<file path="src/rtl/hex_page_sequencer.sv">
// Avalon-MM controlled page sequencer: cycles up to four 32-bit pages onto a hex display datapath.
// Optional per-digit blink mask is compiled in with HEX_PAGE_BLINK_EN.
module hex_page_sequencer #(
   parameter int unsigned DWELL_CYCLES = 50000000,
   parameter int unsigned GAP_CYCLES   = 5000000,
   parameter int unsigned BLINK_CYCLES = 25000000
) (
   input  logic        clk,
   input  logic        reset,
   input  logic [2:0]  address,
   input  logic        write,
   input  logic [31:0] writedata,
   input  logic        read,
   output logic [31:0] readdata,
   output logic [31:0] value,
   output logic [7:0]  blank,
   output logic [1:0]  page
);

   localparam int unsigned DW = (DWELL_CYCLES > 1) ? $clog2(DWELL_CYCLES) : 1;
   localparam int unsigned GW = (GAP_CYCLES > 1) ? $clog2(GAP_CYCLES) : 1;
   localparam logic [DW-1:0] DWELL_LOAD = DW'(DWELL_CYCLES - 1);
   localparam logic [GW-1:0] GAP_LOAD   = GW'((GAP_CYCLES > 0) ? GAP_CYCLES - 1 : 0);

   if (DWELL_CYCLES < 1 || BLINK_CYCLES < 1) begin : g_bad_param
      $error("hex_page_sequencer: DWELL_CYCLES and BLINK_CYCLES must be >= 1");
   end

   typedef enum logic [1:0] {
      ST_STOP = 2'd0,
      ST_SHOW = 2'd1,
      ST_GAP  = 2'd2
   } state_t;

   state_t            state_q, state_d;
   logic [3:0][31:0]  pages_q, pages_d;
   logic              en_q, en_d, hold_q, hold_d;
   logic [1:0]        last_q, last_d, sel_q, sel_d;
   logic [1:0]        page_q, page_d, next_pg;
   logic [DW-1:0]     dwell_q, dwell_d;
   logic [GW-1:0]     gap_q, gap_d;
   logic [31:0]       value_q, value_d, readdata_q, readdata_d;
   logic [7:0]        blank_q, blank_d;
   logic              ctrl_wr;

`ifdef HEX_PAGE_BLINK_EN
   localparam int unsigned BW = (BLINK_CYCLES > 1) ? $clog2(BLINK_CYCLES) : 1;
   logic [BW-1:0] bcnt_q, bcnt_d;
   logic          phase_q, phase_d;
   logic [7:0]    mask_q, mask_d;

   always_comb begin
      mask_d  = mask_q;
      bcnt_d  = bcnt_q + 1'b1;
      phase_d = phase_q;
      if (write && address == 3'd7) mask_d = writedata[7:0];
      if (bcnt_q == BW'(BLINK_CYCLES - 1)) begin
         bcnt_d  = '0;
         phase_d = ~phase_q;
      end
   end

   always_ff @(posedge clk or posedge reset) begin
      if (reset) begin
         mask_q  <= '0;
         bcnt_q  <= '0;
         phase_q <= 1'b0;
      end else begin
         mask_q  <= mask_d;
         bcnt_q  <= bcnt_d;
         phase_q <= phase_d;
      end
   end
`endif

   // Register file write decode
   always_comb begin
      pages_d = pages_q;
      en_d    = en_q;
      last_d  = last_q;
      hold_d  = hold_q;
      sel_d   = sel_q;
      ctrl_wr = write && (address == 3'd4);
      if (write) begin
         case (address)
            3'd0, 3'd1, 3'd2, 3'd3: pages_d[address[1:0]] = writedata;
            3'd4: begin
               en_d   = writedata[0];
               last_d = writedata[2:1];
               hold_d = writedata[3];
            end
            3'd5:    sel_d = writedata[1:0];
            default: ;
         endcase
      end
   end

   // Sequencer; next-page and output values use post-write register contents so
   // a same-cycle CTRL/PAGE write takes effect on the very next output update.
   always_comb begin
      state_d = state_q;
      page_d  = page_q;
      dwell_d = dwell_q;
      gap_d   = gap_q;
      next_pg = (page_q >= last_d) ? 2'd0 : page_q + 2'd1;
      case (state_q)
         ST_SHOW: begin
            if (!hold_q) begin
               if (dwell_q == '0) begin
                  if (GAP_CYCLES > 0) begin
                     state_d = ST_GAP;
                     gap_d   = GAP_LOAD;
                  end else begin
                     page_d  = next_pg;
                     dwell_d = DWELL_LOAD;
                  end
               end else begin
                  dwell_d = dwell_q - 1'b1;
               end
            end
         end
         ST_GAP: begin
            if (gap_q == '0) begin
               state_d = ST_SHOW;
               page_d  = next_pg;
               dwell_d = DWELL_LOAD;
            end else begin
               gap_d = gap_q - 1'b1;
            end
         end
         default: begin
            dwell_d = '0;
            gap_d   = '0;
            page_d  = sel_d;
            if (ctrl_wr && writedata[0]) begin
               state_d = ST_SHOW;
               page_d  = 2'd0;
               dwell_d = DWELL_LOAD;
            end
         end
      endcase
      if (ctrl_wr && !writedata[0]) begin
         state_d = ST_STOP;
         page_d  = sel_d;
         dwell_d = '0;
         gap_d   = '0;
      end

      value_d = pages_d[page_d];
      blank_d = (state_d == ST_GAP) ? 8'hFF : 8'h00;
`ifdef HEX_PAGE_BLINK_EN
      if (phase_d) blank_d = blank_d | mask_d;
`endif

      readdata_d = readdata_q;
      if (read) begin
         case (address)
            3'd0, 3'd1, 3'd2, 3'd3: readdata_d = pages_q[address[1:0]];
            3'd4:    readdata_d = {28'd0, hold_q, last_q, en_q};
            3'd5:    readdata_d = {30'd0, sel_q};
            3'd6:    readdata_d = {26'd0, state_q, 2'b00, page_q};
`ifdef HEX_PAGE_BLINK_EN
            default: readdata_d = {24'd0, mask_q};
`else
            default: readdata_d = '0;
`endif
         endcase
      end
   end

   always_ff @(posedge clk or posedge reset) begin
      if (reset) begin
         state_q    <= ST_STOP;
         pages_q    <= '0;
         en_q       <= 1'b0;
         last_q     <= '0;
         hold_q     <= 1'b0;
         sel_q      <= '0;
         page_q     <= '0;
         dwell_q    <= '0;
         gap_q      <= '0;
         value_q    <= '0;
         blank_q    <= '0;
         readdata_q <= '0;
      end else begin
         state_q    <= state_d;
         pages_q    <= pages_d;
         en_q       <= en_d;
         last_q     <= last_d;
         hold_q     <= hold_d;
         sel_q      <= sel_d;
         page_q     <= page_d;
         dwell_q    <= dwell_d;
         gap_q      <= gap_d;
         value_q    <= value_d;
         blank_q    <= blank_d;
         readdata_q <= readdata_d;
      end
   end

   assign value    = value_q;
   assign blank    = blank_q;
   assign page     = page_q;
   assign readdata = readdata_q;

endmodule

</file>
<file path="config.mk">
export PLATFORM = sky130hd
export DESIGN_NAME = hex_page_sequencer
export DESIGN_NICKNAME = d
export VERILOG_FILES = /design/src/rtl/hex_page_sequencer.sv
export SDC_FILE = /design/constraint.sdc
export NUM_CORES = 1
export LEC_CHECK = 0
export ABC_AREA = 1
export BUFFER_PORTS_ARGS = -buffer_cell sky130_fd_sc_hd__buf_4
export CAP_MARGIN = 20
export CORE_ASPECT_RATIO = 0.6
export CORE_MARGIN = 5
export CORE_UTILIZATION = 61
export CTS_BUF_LIST = sky130_fd_sc_hd__clkbuf_4 sky130_fd_sc_hd__clkbuf_8 sky130_fd_sc_hd__clkbuf_16
export CTS_CLUSTER_SIZE = 40
export DETAILED_ROUTE_END_ITERATION = 8
export PLACE_DENSITY = 0.89
export SLEW_MARGIN = 20
export SYNTH_ARGS = -nofsm -noshare
export SYNTH_HDL_FRONTEND = slang
export SYNTH_SLANG_ARGS = --single-unit
</file>
<file path="constraint.sdc">
create_clock -name clk -period 10.8 [get_ports clk]
set_clock_uncertainty 0.05 [all_clocks]
set_input_delay 3.24 -clock clk [delete_from_list [all_inputs] [get_ports clk]]
set_output_delay 3.24 -clock clk [all_outputs]
set_load 0.05 [all_outputs]
</file>
==> impl_metrics.py <==
metrics = {
    "route": {
        "postRouteAntennaNets": 0,
        "via_count": 13170,
        "viasPerCell": 5.928,
        "drc": 0,
        "drt_iter0_drc": 1639,
        "post_drt_wl_per_cell_um": 17.56,
        "dr.pass1.iters": 6,
        "wirelength_mm": 39.00,
    },
    "clock_network": {
        "clock-sinks": 252,
        "cts_hold_buf": 0,
        "postCtsSetupBuffers": 0,
        "clock-root-buffer": "clkbuf_16",
        "cts_resized": 0,
        "clock_path_buffers": 3,
        "cts_tree": "yes",
        "insertion_delay_ns": 0.53,
        "ctsHtreeMaxLevel": 1,
        "cts-buffers-inserted": 24,
        "clk_pin_slew_ns": 0.06,
    },
    "worst_setup_path": {
        "r2r-start": "state_q[0]",
        "startpoint": "address[1]",
        "critical_path_required_ns": 11.16,
        "critPathKind": "input port to register",
        "r2r_end": "value[21]",
        "arrival_ns": 7.40,
        "endpoint": "value[1]",
        "endpoint_kind": "register",
        "crit_cells": 17,
        "reg2regPathDepth": 12,
        "worstPathCellList": "buf_4 > nor2_2 > buf_4 > inv_1 > nor2_1 > nand2_1 > o21ai_0 > ha_1 > nand2_1 > nand4_1 > nand2_1 > nand3_1 > nand2_2 > clkinv_1 > buf_4 > nand3_1 > nand2_1",
        "crit_buf_inv": 5,
        "cp_slowest_cell": "nand2_2",
        "slowest_delay_ns": 0.65,
        "crit_path_frequent_cell": "nand2_1",
        "crit_fanout": 34,
        "worstSetupStartpointType": "input port",
        "crit_family": "simple AND/OR/NAND/NOR gates",
        "reg2reg_slack_ns": 6.55,
    },
    "cells_and_area": {
        "drive_above_1_share_pct": 10.90,
        "layoutNonFillerInstCount": 2221,
        "areaGrowthSynthToFinish_pct": 12.91,
        "regArea_um2": 6306,
        "final_area_um2": 15380,
        "n_fill_cell": 1640,
        "final_nets": 1964,
        "num_antenna_cells": 0,
        "multi_input_area_um2": 5455,
    },
    "place": {
        "gp_congestion": 0.9397,
        "portBuffers": 112,
        "placed_cell_area_um2": 14420,
        "dp_hpwl_mm": 24.65,
        "dp.cells": 2177,
    },
    "logic_synthesis": {
        "synth_edf_count": 0,
        "yosys_register_bits": 252,
        "yosys-top-cells-area": "dfrtp_1, nand2_1, inv_1",
        "synth_cell_type_count": 36,
        "yosys_warnings": 0,
        "synth_cells": 1865,
        "syn-num-nets": 1911,
        "ys_seq_area_share_pct": 46.29,
        "yosysTopAreaCellShare_pct": 46.29,
        "synth_area_per_cell_um2": 7.305,
        "syn_area_um2": 13620,
        "synthTopCellsByCount": "nand2_1, inv_1, dfrtp_1",
        "async_flop_share_pct": 100.0,
        "synth_flop_cell": "dfrtp_1",
        "synth_largest_area_cell": "dfrtp_1",
        "post-synth-top-count-cell": "nand2_1",
    },
    "flow_run": {
        "drv_cap": 0,
    },
    "die": {
        "start_util_pct": 61.87,
        "core-area_um2": 22020,
        "die_y_um": 125.8,
        "die_x_um": 202.9,
        "die_area_um2": 25520,
        "io_pins": 113,
        "row_count": 42,
    },
    "sta": {
        "rsz0062_at_grt": "no",
        "worstMarginPinSlew_ns": 1.071,
        "relSlewSlack_pct": 28.57,
        "maxSlewViolCount": 0,
        "fmax_mhz": 142.0,
        "fin_crit_sh_pct": 65.21,
        "setup_viol": 0,
        "period_needed_ns": 7.042,
        "tns_ns": 0,
        "hold_violations": 0,
    },
    "global_routing": {
        "grt.overflow.total": 0,
        "antenna_found_initial": 1,
        "grt_util_all_layers_pct": 29.55,
        "grt_pass1_wl_mm": 62.62,
        "grt_start_max_net_pins": 122,
        "first_global_vias": 12470,
    },
    "outcome": {
        "status": "complete, no violations",
    },
    "min_path": {
        "holdCritPathClass": "register to register",
    },
    "power": {
        "ir_worst_vdd_mv": 0.1669,
        "power_leakage_nw": 8.109,
        "p_per_area_nw_per_um2": 271.1,
    },
}
placed cells by master, fill, tap and decap left out, types with 3 or more instances in the layout:
master | Yosys | layout
clkbuf_16 | 0 | 25
clkinv_2 | 0 | 4
nand2_4 | 0 | 3
nand2_1 | 466 | 462
o21ai_2 | 4 | 4
nor2_2 | 5 | 6
nand2_2 | 7 | 8
dfrtp_1 | 252 | 252
nor2_1 | 97 | 96
mux2_2 | 4 | 4
buf_4 | 20 | 122
o21ai_0 | 181 | 181
nand3_1 | 203 | 202
nor2_4 | 4 | 4
o21ai_1 | 10 | 10
bufinv_16 | 0 | 7
ha_1 | 7 | 7
inv_2 | 7 | 7
a221oi_1 | 26 | 26
o22ai_1 | 64 | 64
nand4_1 | 17 | 17
inv_1 | 361 | 360
clkinv_4 | 0 | 3
xor2_1 | 6 | 6
nor3_1 | 18 | 18
a21oi_1 | 14 | 14
sequential cells by signal, indices dropped and copies added (netlist names), 2 cells and up:
| name | count |
|---|---|
| dwell_q | 26 |
| gap_q | 23 |
| last_q | 2 |
| page | 2 |
| pages_q | 128 |
| readdata | 32 |
| sel_q | 2 |
| state_q | 2 |
| value | 32 |
cell families after synthesis:
logic type | synth area share, %
simple gates | 25.56
buf+inv | 13.91
compound gates | 12.89
flops | 46.29
fa+ha+maj | 0.6429
xor+xnor | 0.3857
mux | 0.3306
per-layer routing:
| metal | share of wire [%] | vias to the layer above | global-route usage (%) | wire length (um) |
|---|---|---|---|---|
| met2 | 43 | 864 | 43.99 | 16750 |
| met1 | 42 | 6178 | 43.37 | 16480 |
| met5 | 0.046 | - | 0 | 18 |
| li1 | - | 5998 | - | - |
| met4 | 3.1 | 2 | 9.613 | 1224 |
| met3 | 12 | 123 | 6.732 | 4521 |
worst register-to-register path: cells and delay by family, from the launching register on:
family	cells	cell delay (ns)
and+or+nand+nor	7	1.32
DFF	1	0.40
adders and majority gates	1	1.01
buffers and inverters	4	1.42
per-stage QoR:
stage | setup WS, ns | utilization [%] | total power (W) | hold slack [ns]
5_1_grt | 3.585 | 69.86 | 0.004420 | 0.4657
2_1_floorplan | 0.5817 | - | 0.002688 | 0.3922
3_5_place_dp | 3.404 | 65.50 | 0.003129 | 0.4233
6_report | 3.758 | 69.86 | 0.004170 | 0.4530
3_3_place_gp | 3.572 | 65.48 | 0.003068 | 0.4156
4_1_cts | 3.940 | 69.70 | 0.004126 | 0.4490
power by group:
group | switching [W] | internal [W]
registers | 0.000165 | 0.00117
clock network | 0.000380 | 0.000609
logic | 0.00131 | 0.000526
worst min-delay path by stage:
stage / from / endpoint / slack (ns) / depth (start not counted)
global placement: dwell_q[25] / dwell_q[25] / 0.42 / 2
global route: en_q / en_q / 0.47 / 2
floorplan: en_q / en_q / 0.39 / 2
finish: en_q / en_q / 0.45 / 2
detailed placement: dwell_q[25] / dwell_q[25] / 0.42 / 2
CTS: en_q / en_q / 0.45 / 2
layout make-up:
cell class | count | area share [%]
multi-input combinational | 1146 | 35.46
inverter | 370 | 9.078
tap | 286 | 2.326
sequential | 252 | 41.00
timing repair buffer | 124 | 6.125
clock buffer | 29 | 4.344
clock inverter | 14 | 1.667
No activity file was read; power rests on OpenSTA's default activity.
